## src/rtl/rom_loader_if.sv

```systemverilog
// Byte-stream loader bus: incoming byte handshake, program memory write port
// and core-control status, bundled for rom_loader and its environment.
interface rom_loader_if #(
   parameter int WORD_WIDTH = 24,
   parameter int ADDR_BITS  = 8
);
   logic [7:0]            byte_in;
   logic                  byte_valid;
   logic                  byte_ready;
   logic                  wr_en;
   logic [ADDR_BITS-1:0]  wr_addr;
   logic [WORD_WIDTH-1:0] wr_data;
   logic                  cpu_hold;
   logic                  done;
   logic                  error;

   // The loader consumes the byte stream and drives memory writes and status.
   modport master (
      input  byte_in, byte_valid,
      output byte_ready, wr_en, wr_addr, wr_data, cpu_hold, done, error
   );

   modport slave (
      output byte_in, byte_valid,
      input  byte_ready, wr_en, wr_addr, wr_data, cpu_hold, done, error
   );
endinterface

```

## src/rtl/rom_loader.sv

```systemverilog
// Serial program loader: sync 0xA5, length byte, then MSB-first packed words
// written to program memory. Define ROM_LOADER_CHECKSUM_EN to add a trailing checksum byte.
module rom_loader #(
   parameter int WORD_WIDTH = 24,
   parameter int ADDR_BITS  = 8
) (
   input  logic         clk_in,
   input  logic         rst_in,
   rom_loader_if.master bus
);

   localparam int              BPW       = WORD_WIDTH / 8;
   localparam int              BCW       = $clog2(BPW);
   localparam logic [BCW-1:0]  LAST_BYTE = BCW'(BPW - 1);
   localparam logic [7:0]      SYNC_BYTE = 8'hA5;

   typedef enum logic [2:0] {
      IDLE = 3'd0,
      LEN  = 3'd1,
      DATA = 3'd2,
`ifdef ROM_LOADER_CHECKSUM_EN
      CHK  = 3'd3,
`endif
      DONE = 3'd4,
      ERR  = 3'd5
   } state_t;

   state_t                 state;
   logic [BCW-1:0]         byte_cnt;
   logic [8:0]             words_left;
   logic [WORD_WIDTH-9:0]  acc;
   logic [WORD_WIDTH-1:0]  packed_word;
   logic                   take;
`ifdef ROM_LOADER_CHECKSUM_EN
   logic [7:0]             sum;
`endif

   assign take        = bus.byte_valid & bus.byte_ready;
   assign packed_word = {acc, bus.byte_in};

   always_ff @(posedge clk_in) begin
      if (rst_in) begin
         state          <= IDLE;
         bus.byte_ready <= 1'b1;
         bus.wr_en      <= 1'b0;
         bus.wr_addr    <= '0;
         bus.wr_data    <= '0;
         bus.cpu_hold   <= 1'b0;
         bus.done       <= 1'b0;
         bus.error      <= 1'b0;
         byte_cnt       <= '0;
         words_left     <= '0;
         acc            <= '0;
`ifdef ROM_LOADER_CHECKSUM_EN
         sum            <= '0;
`endif
      end else begin
         bus.wr_en <= 1'b0;
         bus.done  <= 1'b0;
         // Address advances the cycle after each strobe; LEN below overrides it.
         if (bus.wr_en)
            bus.wr_addr <= bus.wr_addr + 1'b1;

         case (state)
            IDLE: begin
               if (take && bus.byte_in == SYNC_BYTE) begin
                  state        <= LEN;
                  bus.cpu_hold <= 1'b1;
               end
            end

            LEN: begin
               if (take) begin
                  words_left  <= (bus.byte_in == 8'd0) ? 9'd256 : {1'b0, bus.byte_in};
                  bus.wr_addr <= '0;
                  byte_cnt    <= '0;
`ifdef ROM_LOADER_CHECKSUM_EN
                  sum         <= '0;
`endif
                  state       <= DATA;
               end
            end

            DATA: begin
               if (take) begin
`ifdef ROM_LOADER_CHECKSUM_EN
                  sum <= sum + bus.byte_in;
`endif
                  if (byte_cnt == LAST_BYTE) begin
                     byte_cnt    <= '0;
                     bus.wr_data <= packed_word;
                     bus.wr_en   <= 1'b1;
                     words_left  <= words_left - 9'd1;
                     if (words_left == 9'd1) begin
`ifdef ROM_LOADER_CHECKSUM_EN
                        state <= CHK;
`else
                        state          <= DONE;
                        bus.done       <= 1'b1;
                        bus.cpu_hold   <= 1'b0;
                        bus.byte_ready <= 1'b0;
`endif
                     end
                  end else begin
                     byte_cnt <= byte_cnt + 1'b1;
                     acc      <= packed_word[WORD_WIDTH-9:0];
                  end
               end
            end

`ifdef ROM_LOADER_CHECKSUM_EN
            CHK: begin
               if (take) begin
                  if (bus.byte_in == sum) begin
                     state          <= DONE;
                     bus.done       <= 1'b1;
                     bus.cpu_hold   <= 1'b0;
                     bus.byte_ready <= 1'b0;
                  end else begin
                     state     <= ERR;
                     bus.error <= 1'b1;
                  end
               end
            end
`endif

            DONE: begin
               state          <= IDLE;
               bus.byte_ready <= 1'b1;
            end

            // The core stays held until a fresh sync byte restarts the load.
            ERR: begin
               if (take && bus.byte_in == SYNC_BYTE) begin
                  bus.error <= 1'b0;
                  state     <= LEN;
               end
            end

            default: begin
               state          <= IDLE;
               bus.byte_ready <= 1'b1;
            end
         endcase
      end
   end

endmodule
```

## src/flat_wrapper.sv

```systemverilog
// flat-port wrapper written by rule: the top's interface ports become plain ports
module rom_loader_flat 
#(
   parameter int WORD_WIDTH = 24,
   parameter int ADDR_BITS  = 8
)
  (clk_in, rst_in, bus_byte_in, bus_byte_valid, bus_byte_ready, bus_wr_en, bus_wr_addr, bus_wr_data, bus_cpu_hold, bus_done, bus_error);
  rom_loader_if #(.WORD_WIDTH(WORD_WIDTH), .ADDR_BITS(ADDR_BITS)) bus_i ();
  input  logic clk_in;
  input  logic rst_in;
  input wire logic [$bits(bus_i.byte_in)-1:0] bus_byte_in;
  input wire logic [$bits(bus_i.byte_valid)-1:0] bus_byte_valid;
  output wire logic [$bits(bus_i.byte_ready)-1:0] bus_byte_ready;
  output wire logic [$bits(bus_i.wr_en)-1:0] bus_wr_en;
  output wire logic [$bits(bus_i.wr_addr)-1:0] bus_wr_addr;
  output wire logic [$bits(bus_i.wr_data)-1:0] bus_wr_data;
  output wire logic [$bits(bus_i.cpu_hold)-1:0] bus_cpu_hold;
  output wire logic [$bits(bus_i.done)-1:0] bus_done;
  output wire logic [$bits(bus_i.error)-1:0] bus_error;
  assign bus_i.byte_in = bus_byte_in;
  assign bus_i.byte_valid = bus_byte_valid;
  assign bus_byte_ready = bus_i.byte_ready;
  assign bus_wr_en = bus_i.wr_en;
  assign bus_wr_addr = bus_i.wr_addr;
  assign bus_wr_data = bus_i.wr_data;
  assign bus_cpu_hold = bus_i.cpu_hold;
  assign bus_done = bus_i.done;
  assign bus_error = bus_i.error;
  rom_loader #(.WORD_WIDTH(WORD_WIDTH), .ADDR_BITS(ADDR_BITS)) u_core (.clk_in(clk_in), .rst_in(rst_in), .bus(bus_i));
endmodule
```

## config.mk

```make
export PLATFORM = sky130hd
export DESIGN_NAME = rom_loader_flat
export DESIGN_NICKNAME = d
export VERILOG_FILES = /design/src/rtl/rom_loader_if.sv /design/src/rtl/rom_loader.sv /design/src/flat_wrapper.sv
export SDC_FILE = /design/constraint.sdc
export NUM_CORES = 1
export LEC_CHECK = 0
export BUFFER_PORTS_ARGS = -buffer_cell sky130_fd_sc_hd__buf_2
export CORE_MARGIN = 2
export CORE_UTILIZATION = 40
export DETAILED_ROUTE_END_ITERATION = 12
export SLEW_MARGIN = 15
export SYNTH_ARGS = -nofsm -noshare
export SYNTH_HDL_FRONTEND = slang
export SYNTH_SLANG_ARGS = --single-unit
```

## constraint.sdc

```tcl
create_clock -name clk_in -period 2.1 [get_ports clk_in]
set_input_delay 0.21 -clock clk_in [delete_from_list [all_inputs] [get_ports clk_in]]
set_output_delay 0.21 -clock clk_in [all_outputs]
set_load 0.03 [all_outputs]
```

=== After elaboration in Yosys (flattened, before gate mapping) ===
Index checks and enable logic that the tools add are counted.

* Equality and inequality tests: 12
* Reductions and logical operators: 16
* Muxes and demuxes: 26
* $add $sub $neg: 3
* Bitwise operators: 5

{| class="wikitable"
|+ Operator list
! cell !! count
|-
| two-way mux 9 bit || 4
|-
| two-way mux 8 bit || 3
|-
| case mux 9 bit (2 select lines) || 1
|-
| two-way mux 3 bit || 5
|-
| != test 2 x 1 -> 1 bit, second input constant || 6
|-
| AND reduction 5 bit || 2
|-
| == test 9 x 1 -> 1 bit, second input constant || 1
|-
| case mux 3 bit (3 select lines) || 1
|-
| AND reduction 3 bit || 3
|-
| subtractor 9 x 1 -> 9 bit, second input constant || 1
|-
| adder 8 x 1 -> 8 bit, second input constant || 1
|-
| == test 8 bit, second input constant || 1
|-
| logical NOT 8 bit || 1
|-
| AND reduction 4 bit || 2
|-
| two-way mux 1 bit || 6
|-
| two-way mux 2 bit || 3
|-
| OR reduction 3 bit || 2
|-
| inverter 1 bit || 4
|-
| case mux 1 bit (2 select lines) || 2
|-
| case mux 2 bit (2 select lines) || 1
|-
| nonzero test 2 bit || 2
|-
| OR reduction 4 bit || 1
|-
| == test 3 x 1 -> 1 bit, second input constant || 1
|-
| == test 3 x 2 -> 1 bit, second input constant || 1
|-
| 7 further kinds || 7
|}

* Input port bits: 11
* Output and inout bits: 37
* Register bits: 66

=== Longest topological paths before layout ===
* Depth in word-level cells: 5
* Mapped depth: 8
* Gate-level depth less buffers: 6

=== Worst setup path before layout ===
No wires, ideal clock.

* Kind: register to register
* Start point: register u_core.state[2]
* End point: register u_core.acc[7]
* Stages on the path, launching flop included: 9
* Slack: 393 ps
* Period minus slack after synthesis: 1707 ps
* Library setup time: 132 ps
* Arrival: 1575 ps
* Data required time: 1968 ps
* Buffers on the path: 4
* Path through: dfxtp_1 > buf_6 > or3b_1 > buf_6 > or3_1 > buf_6 > buf_6 > nand2_1 > a21oi_1

* Word-level cells in the longest chain between the ends: 2

{| class="wikitable"
|+ Ends and longest elaborated chain
! what !! RTL line !! RTL
|-
| start: declaration || rom_loader.sv:28 || <nowiki>state_t state;</nowiki>
|-
| start signal: assignment || rom_loader.sv:43 || <nowiki>state <= IDLE;</nowiki>
|-
| start signal: assignment || rom_loader.sv:67 || <nowiki>state <= LEN;</nowiki>
|-
| start signal: assignment || rom_loader.sv:80 || <nowiki>state <= DATA;</nowiki>
|-
| == test 3 x 2 -> 1 bit || rom_loader.sv:64 || <nowiki>case (state)</nowiki>
|-
| AND reduction 3 bit (no line) || -- ||
|-
| end signal: assignment || rom_loader.sv:106 || <nowiki>acc <= packed_word[WORD_WIDTH-9:0];</nowiki>
|-
| end: declaration || rom_loader.sv:31 || <nowiki>logic [WORD_WIDTH-9:0] acc;</nowiki>
|}

No other way between the ends.
A chain may end at the register's enable or synchronous reset.

=== Worst setup path in the final report ===
* Start point: register u_core.state[2]
* End point: register u_core.acc[5]

Same word-level chain as after synthesis.

==> summary.txt <==
OUTCOME
-------------------------------------------------------------------------------------------
Result of the run                                                              finished, final reports clean

LAYOUT
-------------------------------------------------------------------------------------------
Ant. Diodes                                                                               0
Storage element area                                                               1320 µm²
Top library cells by usage in the layout, fill and taps aside                  101 x nand2_1, 66 x dfxtp_1, 53 x a21oi_1
Most common cell after layout, fill and taps aside                                  nand2_1
Layout net count                                                                        408
Share of final-layout standard cells stronger than drive strength 1                   20.1%
Area of the multi-input gates                                                      1360 µm²
Synth-to-Final Area Change                                                            17.7%
Fill cell total of the finished layout                                                  685

POWER AND IR DROP
-------------------------------------------------------------------------------------------
Power per Cell Area                                                              700 nW/µm²
Leakage Power                                                                       1.28 nW
Total power                                                                         2.32 mW
Worst-case vdd ir drop                                                             0.359 mV

TIMING
-------------------------------------------------------------------------------------------
Fin. Hold Viols                                                                           0
Min Clock Period, post-route                                                        1.79 ns
Final-layout setup total negative slack                                                0 ns
Setup violators final                                                                     0
Unrepaired setup endpoints after global routing                                          no
Fmax achieved                                                                       559 MHz
Worst clock skew                                                                 0.00625 ns
Slew of the pin with the lowest slew margin                                        0.589 ns
Max-slew headroom                                                                     60.6%
Final critical-path share of the clock period                                         85.1%
Total count of max-transition violations in the final report                              0

DIE
-------------------------------------------------------------------------------------------
Die ar.                                                                            7740 µm²
Core Rows                                                                                30
Vert. Die Dim                                                                       88.0 µm
Total I/O pin count                                                                      48
Starting Density                                                                      41.5%
Core Region                                                                        6790 µm²
Width of the chip                                                                   88.0 µm

LOGIC SYNTHESIS
-------------------------------------------------------------------------------------------
Share of synthesized flip-flops with an asynchronous set or reset                        0%
Number of flops mapped to enable cells by yosys                                           0
Cell count after synthesis                                                              347
Avg Cell Area, Syn                                                                 8.13 µm²
Total nets after synthesis                                                              361
Netlist cell types                                                                       46
Sequential element share of the synthesized area                                      46.8%
Primary flip-flop cell chosen by synthesis mapping                                  dfxtp_1
Synth Warn #                                                                              0
Count of state elements after synthesis                                                  66
Area of the mapped netlist                                                         2820 µm²

CLOCK TREE
-------------------------------------------------------------------------------------------
Clock edge transition at the registers on the reported setup and hold paths         0.07 ns
Total of cells resized after clock tree synthesis                                         0
Clk sink count                                                                           66
Post-CTS repair timing setup buffer count                                                 0
Worst-skew pair later-pin latency                                                   0.34 ns
Clock buffer count from CTS                                                               9
Post-CTS Hold Fix Bufs                                                                    0
TritonCTS clock tree                                                                  built
Clock tree root buffer cell                                                        clkbuf_8
Max Buffers Root-to-Sink                                                                  2
Maximum level of the CTS H-tree                                                           3

SETUP PATH
-------------------------------------------------------------------------------------------
Category of the worst setup path launch point                                      register
Crit end category                                                                  register
Critical path buffer and inverter count                                                   0
Startpoint-to-endpoint class of the critical path                              register to register
CP max FO                                                                                16
Critical path data required time                                                    2.30 ns
Kind of cell adding the most delay to the critical path                        simple AND/OR/NAND/NOR gates
Biggest cell delay along the critical path                                          0.59 ns
Slowest library cell on the worst path                                                or3_1
Critical Path AT                                                                    1.99 ns
Crit-path cells                                                                or3b_1 > or3_1 > nand2_1 > a21oi_1

DETAILED ROUTING
-------------------------------------------------------------------------------------------
Vias per std cell                                                                      5.06
Detailed-route wire length                                                          6.33 mm
Antenna violation net count after detailed routing                                        0
Via count                                                                              2498
Number of design-rule violations left by the first detailed-router iteration             90
Routed WL per cell                                                                  12.8 µm
Number of search-and-repair iterations in the first detailed-routing pass                 4
# DRC                                                                                     0

PLACE
-------------------------------------------------------------------------------------------
IO buf count                                                                             46
Detailed placement HPWL                                                             4.41 mm
GP Congestion                                                                         0.863

GLOBAL ROUTE
-------------------------------------------------------------------------------------------
Total Routing Usage GR                                                                17.8%
Antenna violations before repair                                                          0
Sum of overflow across all layers after global routing                                    0
Pin count of the biggest net entering global routing                                     27
Number of global-route vias before repair                                              2220
Wire length of the first global-routing pass                                        10.8 mm

RUN
-------------------------------------------------------------------------------------------
Max-cap violations                                                                        0

HOLD PATH
-------------------------------------------------------------------------------------------
Worst Hold Class                                                               input pin to register

-- worst min-delay path: stages --
cell,delay (ns)
buf_2,0.13
nand2_1,0.06
a21oi_1,0.05
-- power by group --
group / internal, mW / total [mW] / leakage, nW / switching (mW)
clock network: 0.540 / 1.01 / 0.0921 / 0.470
logic: 0.0156 / 0.0624 / 0.656 / 0.0468
registers: 1.25 / 1.25 / 0.531 / 0.000207
-- flip-flops by register name (all words and copies together) (netlist names) --
name                   flops
u_core.bus.wr_data        24
u_core.acc                16
u_core.words_left          9
u_core.bus.wr_addr         8
u_core.state               3
u_core.byte_cnt            2
u_core.bus.byte_ready      1
u_core.bus.cpu_hold        1
u_core.bus.done            1
u_core.bus.wr_en           1
-- synth_stat cells, drive strengths merged, types with 4 or more instances --
master  instances  share of area [%]
a21o            4                1.1
a21oi          53                9.4
buf            11                2.9
clkbuf         11                1.5
dfxtp          66                 47
inv             4               0.53
nand2         101                 13
nand4           6                1.3
nor2           16                2.1
nor2b           7                1.6
nor3            7                1.6
nor4            5                1.1
o21ai           9                1.7
or4             4                1.1
xor2            6                1.9
-- layout make-up --
class / count / share of cell area, %
Clock buffer: 10 / 3.84
Clock inverter: 5 / 1.70
Inverter: 4 / 0.452
Multi-Input combinational cell: 255 / 41.0
Sequential cell: 66 / 39.8
Tap cell: 96 / 3.62
Timing Repair Buffer: 58 / 9.65
-- layer usage --
| layer | track usage [%] | part of all wire (%) |
|---|---|---|
| met4 | 6.85 | 0.99 |
| met1 | 23.9 | 49 |
| met2 | 27.1 | 45 |
| met5 | 0 | 0 |
| met3 | 5.00 | 4.9 |
-- final timing paths --
path                               start                endpoint  slack (ns)  depth (start not counted)
hold / removal            bus_byte_in[1]           u_core.acc[1]        0.15                          3
setup reg to reg         u_core.state[2]           u_core.acc[5]        0.31                          4
setup / recovery         u_core.state[2]           u_core.acc[5]        0.31                          4
hold reg to reg   u_core.bus.wr_data[21]  u_core.bus.wr_data[21]        0.45                          2
-- metrics by stage --
stage / area [µm²] / hold slack (ns) / worst slack (ns) / util, % / std cells
finish: 3320 / 0.152 / 0.313 / 48.9 / 494
global route: 3320 / 0.145 / 0.181 / 48.9 / 494
CTS: 3320 / 0.137 / 0.315 / 48.9 / 494
detailed placement: 3140 / 0.443 / 0.317 / 46.2 / 479
global placement: 3140 / 0.441 / 0.363 / 46.2 / 479
floorplan: 2820 / 0.290 / 0.393 / - / 347
-- cell families (layout without fill, tap and decap cells) --
group | Yosys count | after routing | share of synthesized area (%)
DFF | 66 | 66 | 46.8
adders and majority gates | 3 | 3 | 1.33
and+or+nand+nor | 162 | 162 | 27.7
AOI/OAI and AO/OA | 80 | 80 | 16.2
other | 1 | 1 | 0.133
xor gates and xnor gates | 7 | 7 | 2.17
muxes | 2 | 2 | 0.710
buffers and inverters | 26 | 77 | 4.97
Note: power is estimated with default switching activity, not from simulation.
